==> config.mk <==
export PLATFORM = sky130hd
export DESIGN_NAME = bpred_pht_update_sched
export DESIGN_NICKNAME = d
export VERILOG_FILES = /design/src/rtl/bpred_pkg.sv /design/src/rtl/bpred_res_fifo.sv /design/src/rtl/bpred_pht_update_sched.sv
export SDC_FILE = /design/constraint.sdc
export NUM_CORES = 1
export LEC_CHECK = 0
export ABC_AREA = 1
export CAP_MARGIN = 20
export CORE_ASPECT_RATIO = 0.6
export CORE_MARGIN = 5
export CORE_UTILIZATION = 45
export CTS_BUF_LIST = sky130_fd_sc_hd__clkbuf_8 sky130_fd_sc_hd__clkbuf_16
export CTS_CLUSTER_DIAMETER = 120
export DETAILED_ROUTE_END_ITERATION = 12
export PLACE_DENSITY = 0.71
export REMOVE_ABC_BUFFERS = 1
export SYNTH_ARGS = -nofsm -noshare
export SYNTH_HDL_FRONTEND = slang
export SYNTH_SLANG_ARGS = --single-unit
==> constraint.sdc <==
create_clock -name clk -period 1.5 [get_ports clk]
set_input_delay 0.3 -clock clk [delete_from_list [all_inputs] [get_ports clk]]
set_output_delay 0.3 -clock clk [all_outputs]
set_load 0.02 [all_outputs]
==> src/rtl/bpred_pkg.sv <==
// bpred_pkg: shared types and counter arithmetic for the PHT update scheduler
package bpred_pkg;
  localparam int IDX_MAX_W = 16;
  typedef enum logic [1:0] {ST_INIT, ST_IDLE, ST_RD} state_e;
  typedef logic [1:0] ctr_t;
  typedef struct packed {
    logic [IDX_MAX_W-1:0] idx;
    logic                 taken;
  } res_entry_t;
  function automatic ctr_t sat_update(ctr_t ctr, logic taken);
    return taken ? ((ctr == 2'b11) ? ctr : ctr + 2'b01) : ((ctr == 2'b00) ? ctr : ctr - 2'b01);
  endfunction
endpackage

==> src/rtl/bpred_res_fifo.sv <==
// bpred_res_fifo: synchronous FIFO (push/pop/full/empty); callers must not push when full without a pop
module bpred_res_fifo #(
  parameter int WIDTH = 8,
  parameter int DEPTH = 4
) (
  input  logic             clk,
  input  logic             rst,
  input  logic             push,
  input  logic             pop,
  input  logic [WIDTH-1:0] din,
  output logic [WIDTH-1:0] dout,
  output logic             full,
  output logic             empty
);
  localparam int AW = $clog2(DEPTH);
  logic [WIDTH-1:0] mem_q [DEPTH];
  logic [AW:0] wr_q, rd_q;
  assign empty = wr_q == rd_q;
  assign full  = (wr_q[AW] != rd_q[AW]) && (wr_q[AW-1:0] == rd_q[AW-1:0]);
  assign dout  = mem_q[rd_q[AW-1:0]];
  always_ff @(posedge clk) begin
    if (rst) begin
      wr_q <= '0;
      rd_q <= '0;
    end else begin
      if (push) wr_q <= wr_q + (AW+1)'(1);
      if (pop) rd_q <= rd_q + (AW+1)'(1);
    end
  end
  always_ff @(posedge clk)
    if (push) mem_q[wr_q[AW-1:0]] <= din;
endmodule

==> src/rtl/bpred_pht_update_sched.sv <==
// bpred_pht_update_sched: PHT init sweep plus queued read-modify-write counter updates behind IF lookups
module bpred_pht_update_sched
  import bpred_pkg::*;
#(
  parameter int   IDX_W    = 5,
  parameter int   DEPTH    = 4,
  parameter ctr_t INIT_VAL = 2'b01
) (
  input  logic             clk,
  input  logic             rst,
  input  logic             res_valid,
  input  logic [IDX_W-1:0] res_idx,
  input  logic             res_taken,
  input  logic             lookup_valid,
  output logic             pht_rd_en,
  output logic [IDX_W-1:0] pht_rd_idx,
  input  logic [1:0]       pht_rd_data,
  output logic             pht_wr_en,
  output logic [IDX_W-1:0] pht_wr_idx,
  output logic [1:0]       pht_wr_data,
  output logic             upd_full,
  output logic             init_done,
  output logic [7:0]       drop_cnt
);
  state_e state_q, state_d;
  logic [IDX_W-1:0] sweep_q, head_idx;
  logic init_done_q;
  logic [7:0] drop_q;
  res_entry_t push_entry, head;
  logic push, pop, drop, full, empty;
  assign push_entry = '{idx: IDX_MAX_W'(res_idx), taken: res_taken};
  assign head_idx   = IDX_W'(head.idx);
  assign pop        = state_q == ST_RD;
  // a full queue still accepts when its head leaves in the same cycle
  assign push       = res_valid && (!full || pop);
  assign drop       = res_valid && full && !pop;
  bpred_res_fifo #(.WIDTH($bits(res_entry_t)), .DEPTH(DEPTH)) u_fifo (
    .clk   (clk),
    .rst   (rst),
    .push  (push),
    .pop   (pop),
    .din   (push_entry),
    .dout  (head),
    .full  (full),
    .empty (empty)
  );
  // rst gates the RD write so an in-flight update is abandoned
  always_comb begin
    pht_rd_en   = !rst && state_q == ST_IDLE && !empty && !lookup_valid;
    pht_rd_idx  = head_idx;
    pht_wr_en   = state_q == ST_INIT || (state_q == ST_RD && !rst);
    pht_wr_idx  = (state_q == ST_INIT) ? sweep_q : head_idx;
    pht_wr_data = (state_q == ST_INIT) ? INIT_VAL : sat_update(pht_rd_data, head.taken);
    state_d     = (state_q == ST_INIT) ? (&sweep_q ? ST_IDLE : ST_INIT) : pht_rd_en ? ST_RD : ST_IDLE;
  end
  always_ff @(posedge clk) begin
    if (rst) begin
      state_q     <= ST_INIT;
      sweep_q     <= '0;
      init_done_q <= 1'b0;
      drop_q      <= '0;
    end else begin
      state_q <= state_d;
      if (state_q == ST_INIT) sweep_q <= sweep_q + IDX_W'(1);
      if (state_q == ST_INIT && &sweep_q) init_done_q <= 1'b1;
      if (drop && drop_q != 8'hff) drop_q <= drop_q + 8'd1;
    end
  end
  assign upd_full  = full;
  assign init_done = init_done_q;
  assign drop_cnt  = drop_q;
endmodule

After elaboration in Yosys (flattened, before gate mapping)
Memories as Yosys holds them, arrays and structs flattened. A register that Yosys moved wholly into a read port is not among the register bits.
Index checks and enable logic that the tools add are counted.

word-level totals
  register bits after elaboration = 22
  latch bits = 0
  memory bits (writable) = 24
  ROM bits = 0
  bits of input ports = 12
  output and inout port bits = 24
  word-level logic and storage cells = 52
  memories = 1

cells by class
  add/subtract/negate cells = 6
  multipliers = 0
  div/mod/pow operators = 0
  magnitude comparators = 0
  eq/ne operators = 7
  shifts and indexed selects = 0
  mux-type cells = 12
  bitwise logic cells = 0
  reductions and logical operators = 20

memories
  name          words  width  rd ports  clocked after memory_dff  write ports  line                  text
  u_fifo.mem_q  4      6      1         1                         1            bpred_res_fifo.sv:16  logic [WIDTH-1:0] mem_q [DEPTH];

operator list
  operator                                                             number
  2-bit 2-to-1 mux                                                     8
  1-bit logical AND                                                    10
  8-bit by 1-bit adder with 8-bit output (second input constant)       1
  8-bit inequality test (second input constant)                        1
  3-bit by 1-bit adder with 3-bit output (second input constant)       2
  5-bit by 1-bit adder with 5-bit output (second input constant)       1
  1-bit logical NOT                                                    5
  5-bit 2-to-1 mux                                                     1
  5-bit AND reduction                                                  1
  2-bit == test (second input constant)                                2
  2-bit logical NOT                                                    2
  3-bit == test                                                        1
  1-bit 2-to-1 mux                                                     3
  2-bit by 1-bit adder with 2-bit output (second input constant)       1
  2-bit by 1-bit == test with 1-bit output (second input constant)     1
  2-bit == test                                                        1
  1-bit logical OR                                                     2
  2-bit by 1-bit subtractor with 2-bit output (second input constant)  1
  1-bit inequality test                                                1

Longest topological paths before layout
Gate-level depths: netlist (run 1).

  depth after elaboration = 7
  depth in mapped cells = 10
  gate-level depth less buffers = 10

By module
From an unflattened synthesis (run 1), not the netlist that was laid out.

unflattened totals
  cells, all modules = 387
  area, all modules = 4057.6 µm²

by module, submodules not included
  module                  times used  cells an instance  area an instance (µm²)  seq. area each (µm²)
  bpred_res_fifo          1           252                3154.3                  2202.1
  bpred_pht_update_sched  1           135                903.4                   320.3

Worst setup path before layout (run 1)
No wires, ideal clock.

  kind = register to output
  from = register (tool-made name)
  to = output pht_wr_idx[2]
  arrival time = 1.330 ns
  data required time = 1.200 ns
  slack = -0.130 ns
  stages on the path, launching flop included = 6
  buffers on the path = 1
  cells stage by stage = dfxtp_1 > buf_2 > o21ai_0 > o22ai_1 > nand2_1 > o21ai_0

RTL lines
  what              line                          text
  end: declaration  bpred_pht_update_sched.sv:19  output logic [IDX_W-1:0] pht_wr_idx,

==> results of run 1 <==
## tightest hold or removal path, cell delays in order
cell and delay, ps:
dlygate4sd2_1 280, buf_4 180, a21oi_2 30
## area by class of cell
class | instances | area share
well taps | 66 | 0.0224
inverters | 36 | 0.0408
repair buffers | 93 | 0.228
flip-flops and latches | 48 | 0.335
clock buffers | 5 | 0.0187
clock inverters | 3 | 0.0187
multi-input cells | 176 | 0.337
## worst paths after layout
path | slack, ps | from | endpoint
min reg2reg | 510 | init_done$_SDFFE_PP0P_ | init_done$_SDFFE_PP0P_
min | 500 | rst | u_fifo.wr_q[2]$_SDFFE_PP0P_
max reg2reg | -50 | u_fifo.rd_q[1]$_SDFFE_PP0N_ | u_fifo.mem_q[3][4]$_DFFE_PP_
max | -290 | flop | pht_wr_idx[1]
## flip-flops by register name, summed over array words and instances (netlist names), named ones only
register / cells
state_q: 2
drop_cnt: 8
init_done: 1
u_fifo.mem_q: 24
u_fifo.rd_q: 3
u_fifo.wr_q: 3
sweep_q: 5
## repair_timing
item,4_1_cts,5_1_grt
setup buffers,16,7
gates resized for setup,152,78
endpoints found under the setup margin,48,51
pin swaps,20,24
## stage by stage
| stage | instances | setup TNS (ps) | setup slack, ps | power, mW |
|---|---|---|---|---|
| 6_report | 427 | -3560 | -293 | 2.97 |
| 5_1_grt | 427 | -6000 | -361 | 3.07 |
| 2_1_floorplan | 260 | -1370 | -198 | 1.59 |
| 3_5_place_dp | 402 | -9230 | -678 | 1.76 |
| 4_1_cts | 426 | -2050 | -192 | 2.90 |
| 3_3_place_gp | 402 | -8260 | -645 | 1.75 |
## layout by cell type, fill, tap and decap left out, types with 9 or more instances in the layout
cell type         n
inv_1            22
buf_6            20
edfxtp_1         24
nand2_1          30
nor2_1           30
nor2_2           11
clkdlybuf4s50_1   9
buf_4            49
dfxtp_1          13
o21ai_2          10
a21oi_1          10
dlygate4sd2_1    11
## cells by family after synthesis
kind of cell    count (synthesis)  share of synthesized area
xor+xnor                        2                    0.00762
simple gates                  120                      0.250
flops                          48                      0.523
buf+inv                        41                     0.0697
fa+ha+maj                       8                     0.0436
compound gates                 46                      0.106
## report_power, final
| part | total [mW] | internal, mW | switching (mW) |
|---|---|---|---|
| combinational | 0.398 | 0.186 | 0.212 |
| sequential | 1.43 | 1.41 | 0.0239 |
| clock | 1.13 | 0.671 | 0.462 |
| total | 2.97 | 2.27 | 0.698 |
## layer usage
layer	part of all wire	routed length [um]
met5	0	0
met3	0.068	482
met1	0.44	3100
met2	0.47	3340
met4	0.022	157
==> impl_metrics.csv, run 1 <==
group,metric,value,unit
synth,ys_async_sr_fraction,0,
detailed_routing,viasPerCell,5.35,
global_routing,grtUsageMet3,0.0371,
detailed_routing,firstDrtPassIters,4,
synth,yosysSeqAreaShare,0.523,
synth,yosysTopAreaCell,"edfxtp_1",
power,p_leak,1.54,nW
floorplan,start_util,0.459,
timing,final_hold_viol_count,0,
clock_network,clk_pin_slew,100,ps
clock_network,cts_max_path_buffers,2,
cells_and_area,final.fill_count,356,
timing,setup_slack,-293,ps
critical_path,worstPathRequired,1200,ps
clock_network,hold_buffers,0,
synth,synth_area_per_cell,8.67,um2
floorplan,coreArea,5000,um2
floorplan,die_w,102,um
timing,skew,8.65,ps
detailed_routing,antenna_left,0,
synth,netlist.area_leader.share,0.314,
status,status,"finished, violations left",
global_routing,grt_remaining_overflow,0,
timing,relSlewSlack,0.732,
timing,rsz0062_at_grt,"yes",
timing,setup_viol,40,
global_routing,grt_pass1_vias,2130,
synth,synth.distinct_cells,27,
critical_path,cpMaxStageDelayCell,"dfxtp_4",
synth,ys_seq_elements,48,
clock_network,cts_buffers,5,
hold_path,hold_depth,3,
power,max-vdd-ir-drop,0.528,mV
cells_and_area,seqCellArea,1230,um2
cells_and_area,stdcell_area,3680,um2
global_routing,antenna_found_initial,0,
timing,drv_slew,0,
synth,syn_inst,265,
synth,yosysMostFrequentCell,"nor2_1",
run,cap_violations,0,
global_routing,grt_busiest_layer,"met2",
timing,period_needed,1790,ps
cells_and_area,fin_nets,380,
critical_path,path_depth,6,
timing,tightest_slew,402,ps
critical_path,rr_worst_depth,10,
critical_path,crit_path_start_kind,"flop",
detailed_routing,drc,0,
floorplan,dieHeight,65.4,um
critical_path,max_stage_delay,380,ps
timing,period_share,1.20,
cells_and_area,drive_above_1_share,0.474,
global_routing,grt_max_degree,17,
timing,whs,504,ps
detailed_routing,wl,7090,um
placement,post_dp_cell_area,3040,um2
critical_path,crit_fanout,8,
cells_and_area,multi_input_area,1240,um2
detailed_routing,via_count,2285,
global_routing,grtUsageMet1,0.270,
placement,numPortBuffers,35,
clock_network,clk_latency,310,ps
detailed_routing,wl_per_cell,16.6,um
placement,gp_congestion,0.850,
global_routing,use_met2,0.312,
clock_network,cts_sinks,48,
clock_network,h-tree-depth,2,
status,violations,"negative setup slack",
critical_path,critical_path_class,"flop to output port",
synth,yosysWarningCount,0,
timing,fmaxAchievable,558,MHz
hold_path,worstHoldPathType,"primary input to flop",
cells_and_area,area_growth,60.3,%
critical_path,crit_family,"compound AO/OA/AOI/OAI gates",
floorplan,rows,20,
cells_and_area,final_util,0.736,
critical_path,worstPathCellList,"buf_8, o21ai_2, o22ai_2, nand2_1, o21ai_1, buf_4",
synth,synth_area_leaders,"edfxtp_1 (31%), dfxtp_1 (21%), nor2_1 (7.3%)",
synth,synth_ff_type,"edfxtp_1",
critical_path,crit_arrival,1490,ps
critical_path,endpoint_kind,"output port",
detailed_routing,drt_iter0_markers,201,
power,powerDensity,805,nW/um2
global_routing,grt_pass1_wl,10100,um
global_routing,grt_usage,0.194,
synth,syn_area,2300,um2
placement,hpwl,4010,um
floorplan,dieArea,6680,um2
synth,synth_edf_count,24,
critical_path,crit_buf_inv,2,
synth,synth_common_cells,"nor2_1 (45), nand2_1 (40), inv_1 (28)",
clock_network,cts_tree,"built",
floorplan,io_pins,36,
cells_and_area,n_antenna_cell,0,
clock_network,cts_root_buffer,"clkbuf_8",
Note: power is estimated with default switching activity, not from simulation.
==> inputs of run 2 (changes only) <==
--- a/config.mk
+++ b/config.mk
@@ -13,6 +13,7 @@
 export CTS_BUF_LIST = sky130_fd_sc_hd__clkbuf_8 sky130_fd_sc_hd__clkbuf_16
 export CTS_CLUSTER_DIAMETER = 120
 export DETAILED_ROUTE_END_ITERATION = 12
+export HOLD_SLACK_MARGIN = 0.1
 export PLACE_DENSITY = 0.71
 export REMOVE_ABC_BUFFERS = 1
 export SYNTH_ARGS = -nofsm -noshare
==> results of run 2 <==
The final DEF is identical to that of run 1; final timing and power are the same.
==> inputs of run 3 (changes only) <==
--- a/config.mk
+++ b/config.mk
@@ -6,9 +6,8 @@
 export NUM_CORES = 1
 export LEC_CHECK = 0
 export ABC_AREA = 1
-export CAP_MARGIN = 20
 export CORE_ASPECT_RATIO = 0.6
-export CORE_MARGIN = 5
+export CORE_MARGIN = 2
 export CORE_UTILIZATION = 45
 export CTS_BUF_LIST = sky130_fd_sc_hd__clkbuf_8 sky130_fd_sc_hd__clkbuf_16
 export CTS_CLUSTER_DIAMETER = 120
==> impl_metrics.csv, run 3 (same netlist as run 1, synthesis figures left out) <==
group,metric,value,unit
clock_network,cts_buffers,5,
timing,setup_viol,38,
placement,hpwl,4070,um
timing,skew,17.1,ps
detailed_routing,wl_per_cell,14.1,um
run,cap_violations,0,
critical_path,startpoint,"state_q[0]$_SDFF_PP0_",
hold_path,worstHoldPathType,"primary input to flop",
floorplan,dieHeight,59.4,um
floorplan,rows,20,
critical_path,crit_buf_inv,2,
placement,gp_congestion,0.893,
critical_path,crit_path_start_kind,"flop",
power,totalPowerFinal,2.66,mW
timing,tightest_slew,374,ps
timing,relSlewSlack,0.750,
global_routing,grt_pass1_vias,1924,
critical_path,r2r_end,"u_fifo.mem_q[0][2]$_DFFE_PP_",
detailed_routing,wl,5880,um
placement,pre_cts_ws,-699,ps
timing,final_hold_viol_count,0,
placement,dp_cells,404,
cells_and_area,largest_reg_flops,24,
cells_and_area,most-common-layout-cells,"buf_4 (39), nor2_1 (36), nand2_1 (35)",
clock_network,clk_pin_slew,100,ps
critical_path,critical_path_class,"flop to output port",
critical_path,worstPathCellList,"nor2_4, inv_4, or2_1, o21a_1, buf_6",
power,p_leak,1.45,nW
critical_path,reg2reg_slack,-80,ps
status,status,"finished, violations left",
power,powerDensity,773,nW/um2
global_routing,grt_pass1_wl,8870,um
hold_path,hold_end,"state_q[1]$_SDFF_PP0_",
global_routing,grt_usage,0.208,
timing,period_needed,1680,ps
timing,setup_tns,-3390,ps
detailed_routing,antenna_left,0,
floorplan,io_pins,36,
floorplan,coreArea,4980,um2
timing,setup_slack,-185,ps
critical_path,crit_arrival,1380,ps
critical_path,rr_worst_depth,11,
clock_network,cts_max_path_buffers,2,
global_routing,antenna_found_initial,0,
timing,period_share,1.12,
critical_path,endpoint_kind,"output port",
cells_and_area,fin_nets,370,
status,violations,"negative setup slack",
critical_path,cpMaxStageDelayCell,"dfxtp_4",
power,max-vdd-ir-drop,0.462,mV
timing,drv_slew,0,
cells_and_area,drive_above_1_share,0.407,
detailed_routing,via_count,2093,
detailed_routing,viasPerCell,5.02,
global_routing,grt_remaining_overflow,0,
global_routing,grt_max_degree,16,
critical_path,max_stage_delay,380,ps
floorplan,start_util,0.462,
cells_and_area,n_antenna_cell,0,
timing,rsz0062_at_grt,"yes",
hold_path,hold_depth,4,
clock_network,clk_latency,310,ps
placement,numPortBuffers,35,
clock_network,cts_sinks,48,
clock_network,cts_tree,"built",
clock_network,hold_buffers,0,
detailed_routing,firstDrtPassIters,4,
detailed_routing,drc,0,
detailed_routing,drt_iter0_markers,123,
critical_path,worstPathRequired,1200,ps
cells_and_area,instances_no_fill,417,
hold_path,hold_start,"lookup_valid",
clock_network,cts_root_buffer,"clkbuf_8",
cells_and_area,final_util,0.690,
floorplan,dieArea,5710,um2
cells_and_area,final.fill_count,386,
timing,fmaxAchievable,594,MHz
cells_and_area,layout_commonest_cell,"buf_4",
critical_path,crit_fanout,8,
cells_and_area,area_growth,49.4,%
clock_network,h-tree-depth,2,
critical_path,reg2reg_from,"u_fifo.rd_q[1]$_SDFFE_PP0N_",
critical_path,crit_family,"flip-flops",
floorplan,die_w,96.3,um
## run 3: cell count changes in the layout (fill, tap and decap cells not counted), sizes merged
cell | previous run | this run
buf | 73 | 63
bufinv | 2 | 0
clkbuf | 5 | 6
clkinv | 0 | 1
clkinvlp | 0 | 1
dlygate4sd2 | 11 | 10
dlymetal6s2s | 0 | 1
inv | 37 | 36
## run 3: worst register-to-register path: cells and delay by family (launching register included)
kind	cells	cell delay (ps)
and+or+nand+nor	7	510
buffers and inverters	4	430
DFF	1	360
## run 3: worst max path at each step
stage / end / slack, ps / cells past startpoint
finish: pht_wr_idx[0] / -180 / 5
global route: pht_wr_idx[1] / -260 / 7
CTS: pht_wr_idx[0] / -200 / 6
detailed placement: pht_rd_en / -700 / 5
global placement: pht_rd_en / -600 / 5
floorplan: pht_wr_idx[1] / -200 / 5
## run 3: timing repair
action,CTS,global route
hold endpoints to repair,0,0
resized for setup,165,26
pin swaps,17,10
buffers inserted,3,2
endpoints found under the setup margin,51,47
## run 3: routing by layer
| metal | track usage | vias up | share of wire |
|---|---|---|---|
| li1 | - | 1050 | - |
| met1 | 0.282 | 981 | 0.46 |
| met2 | 0.336 | 54 | 0.47 |
| met3 | 0.0433 | 8 | 0.052 |
| met4 | 0.0653 | 0 | 0.015 |
| met5 | 0 | - | 0 |
## run 3: cell type report
cell class | instances | area, um2 | area share
tap | 66 | 82.6 | 0.0240
clock inverter | 2 | 12.5 | 0.00364
timing repair buffer | 83 | 756 | 0.220
multi-input combinational | 176 | 1120 | 0.328
inverter | 36 | 140 | 0.0408
clock buffer | 6 | 93.8 | 0.0273
sequential | 48 | 1220 | 0.357
## run 3: power breakdown
part           switching, mW  internal, mW  total, mW  leakage, nW
combinational          0.184         0.170      0.354        0.975
sequential            0.0188          1.41       1.43        0.421
clock                  0.442         0.427      0.869       0.0523
## run 3: stage by stage
stage	instance area, um2	hold WS (ps)
6_report	3430	323
5_1_grt	3430	326
4_1_cts	3340	456
3_5_place_dp	3040	478
3_3_place_gp	3040	469
2_1_floorplan	2270	362
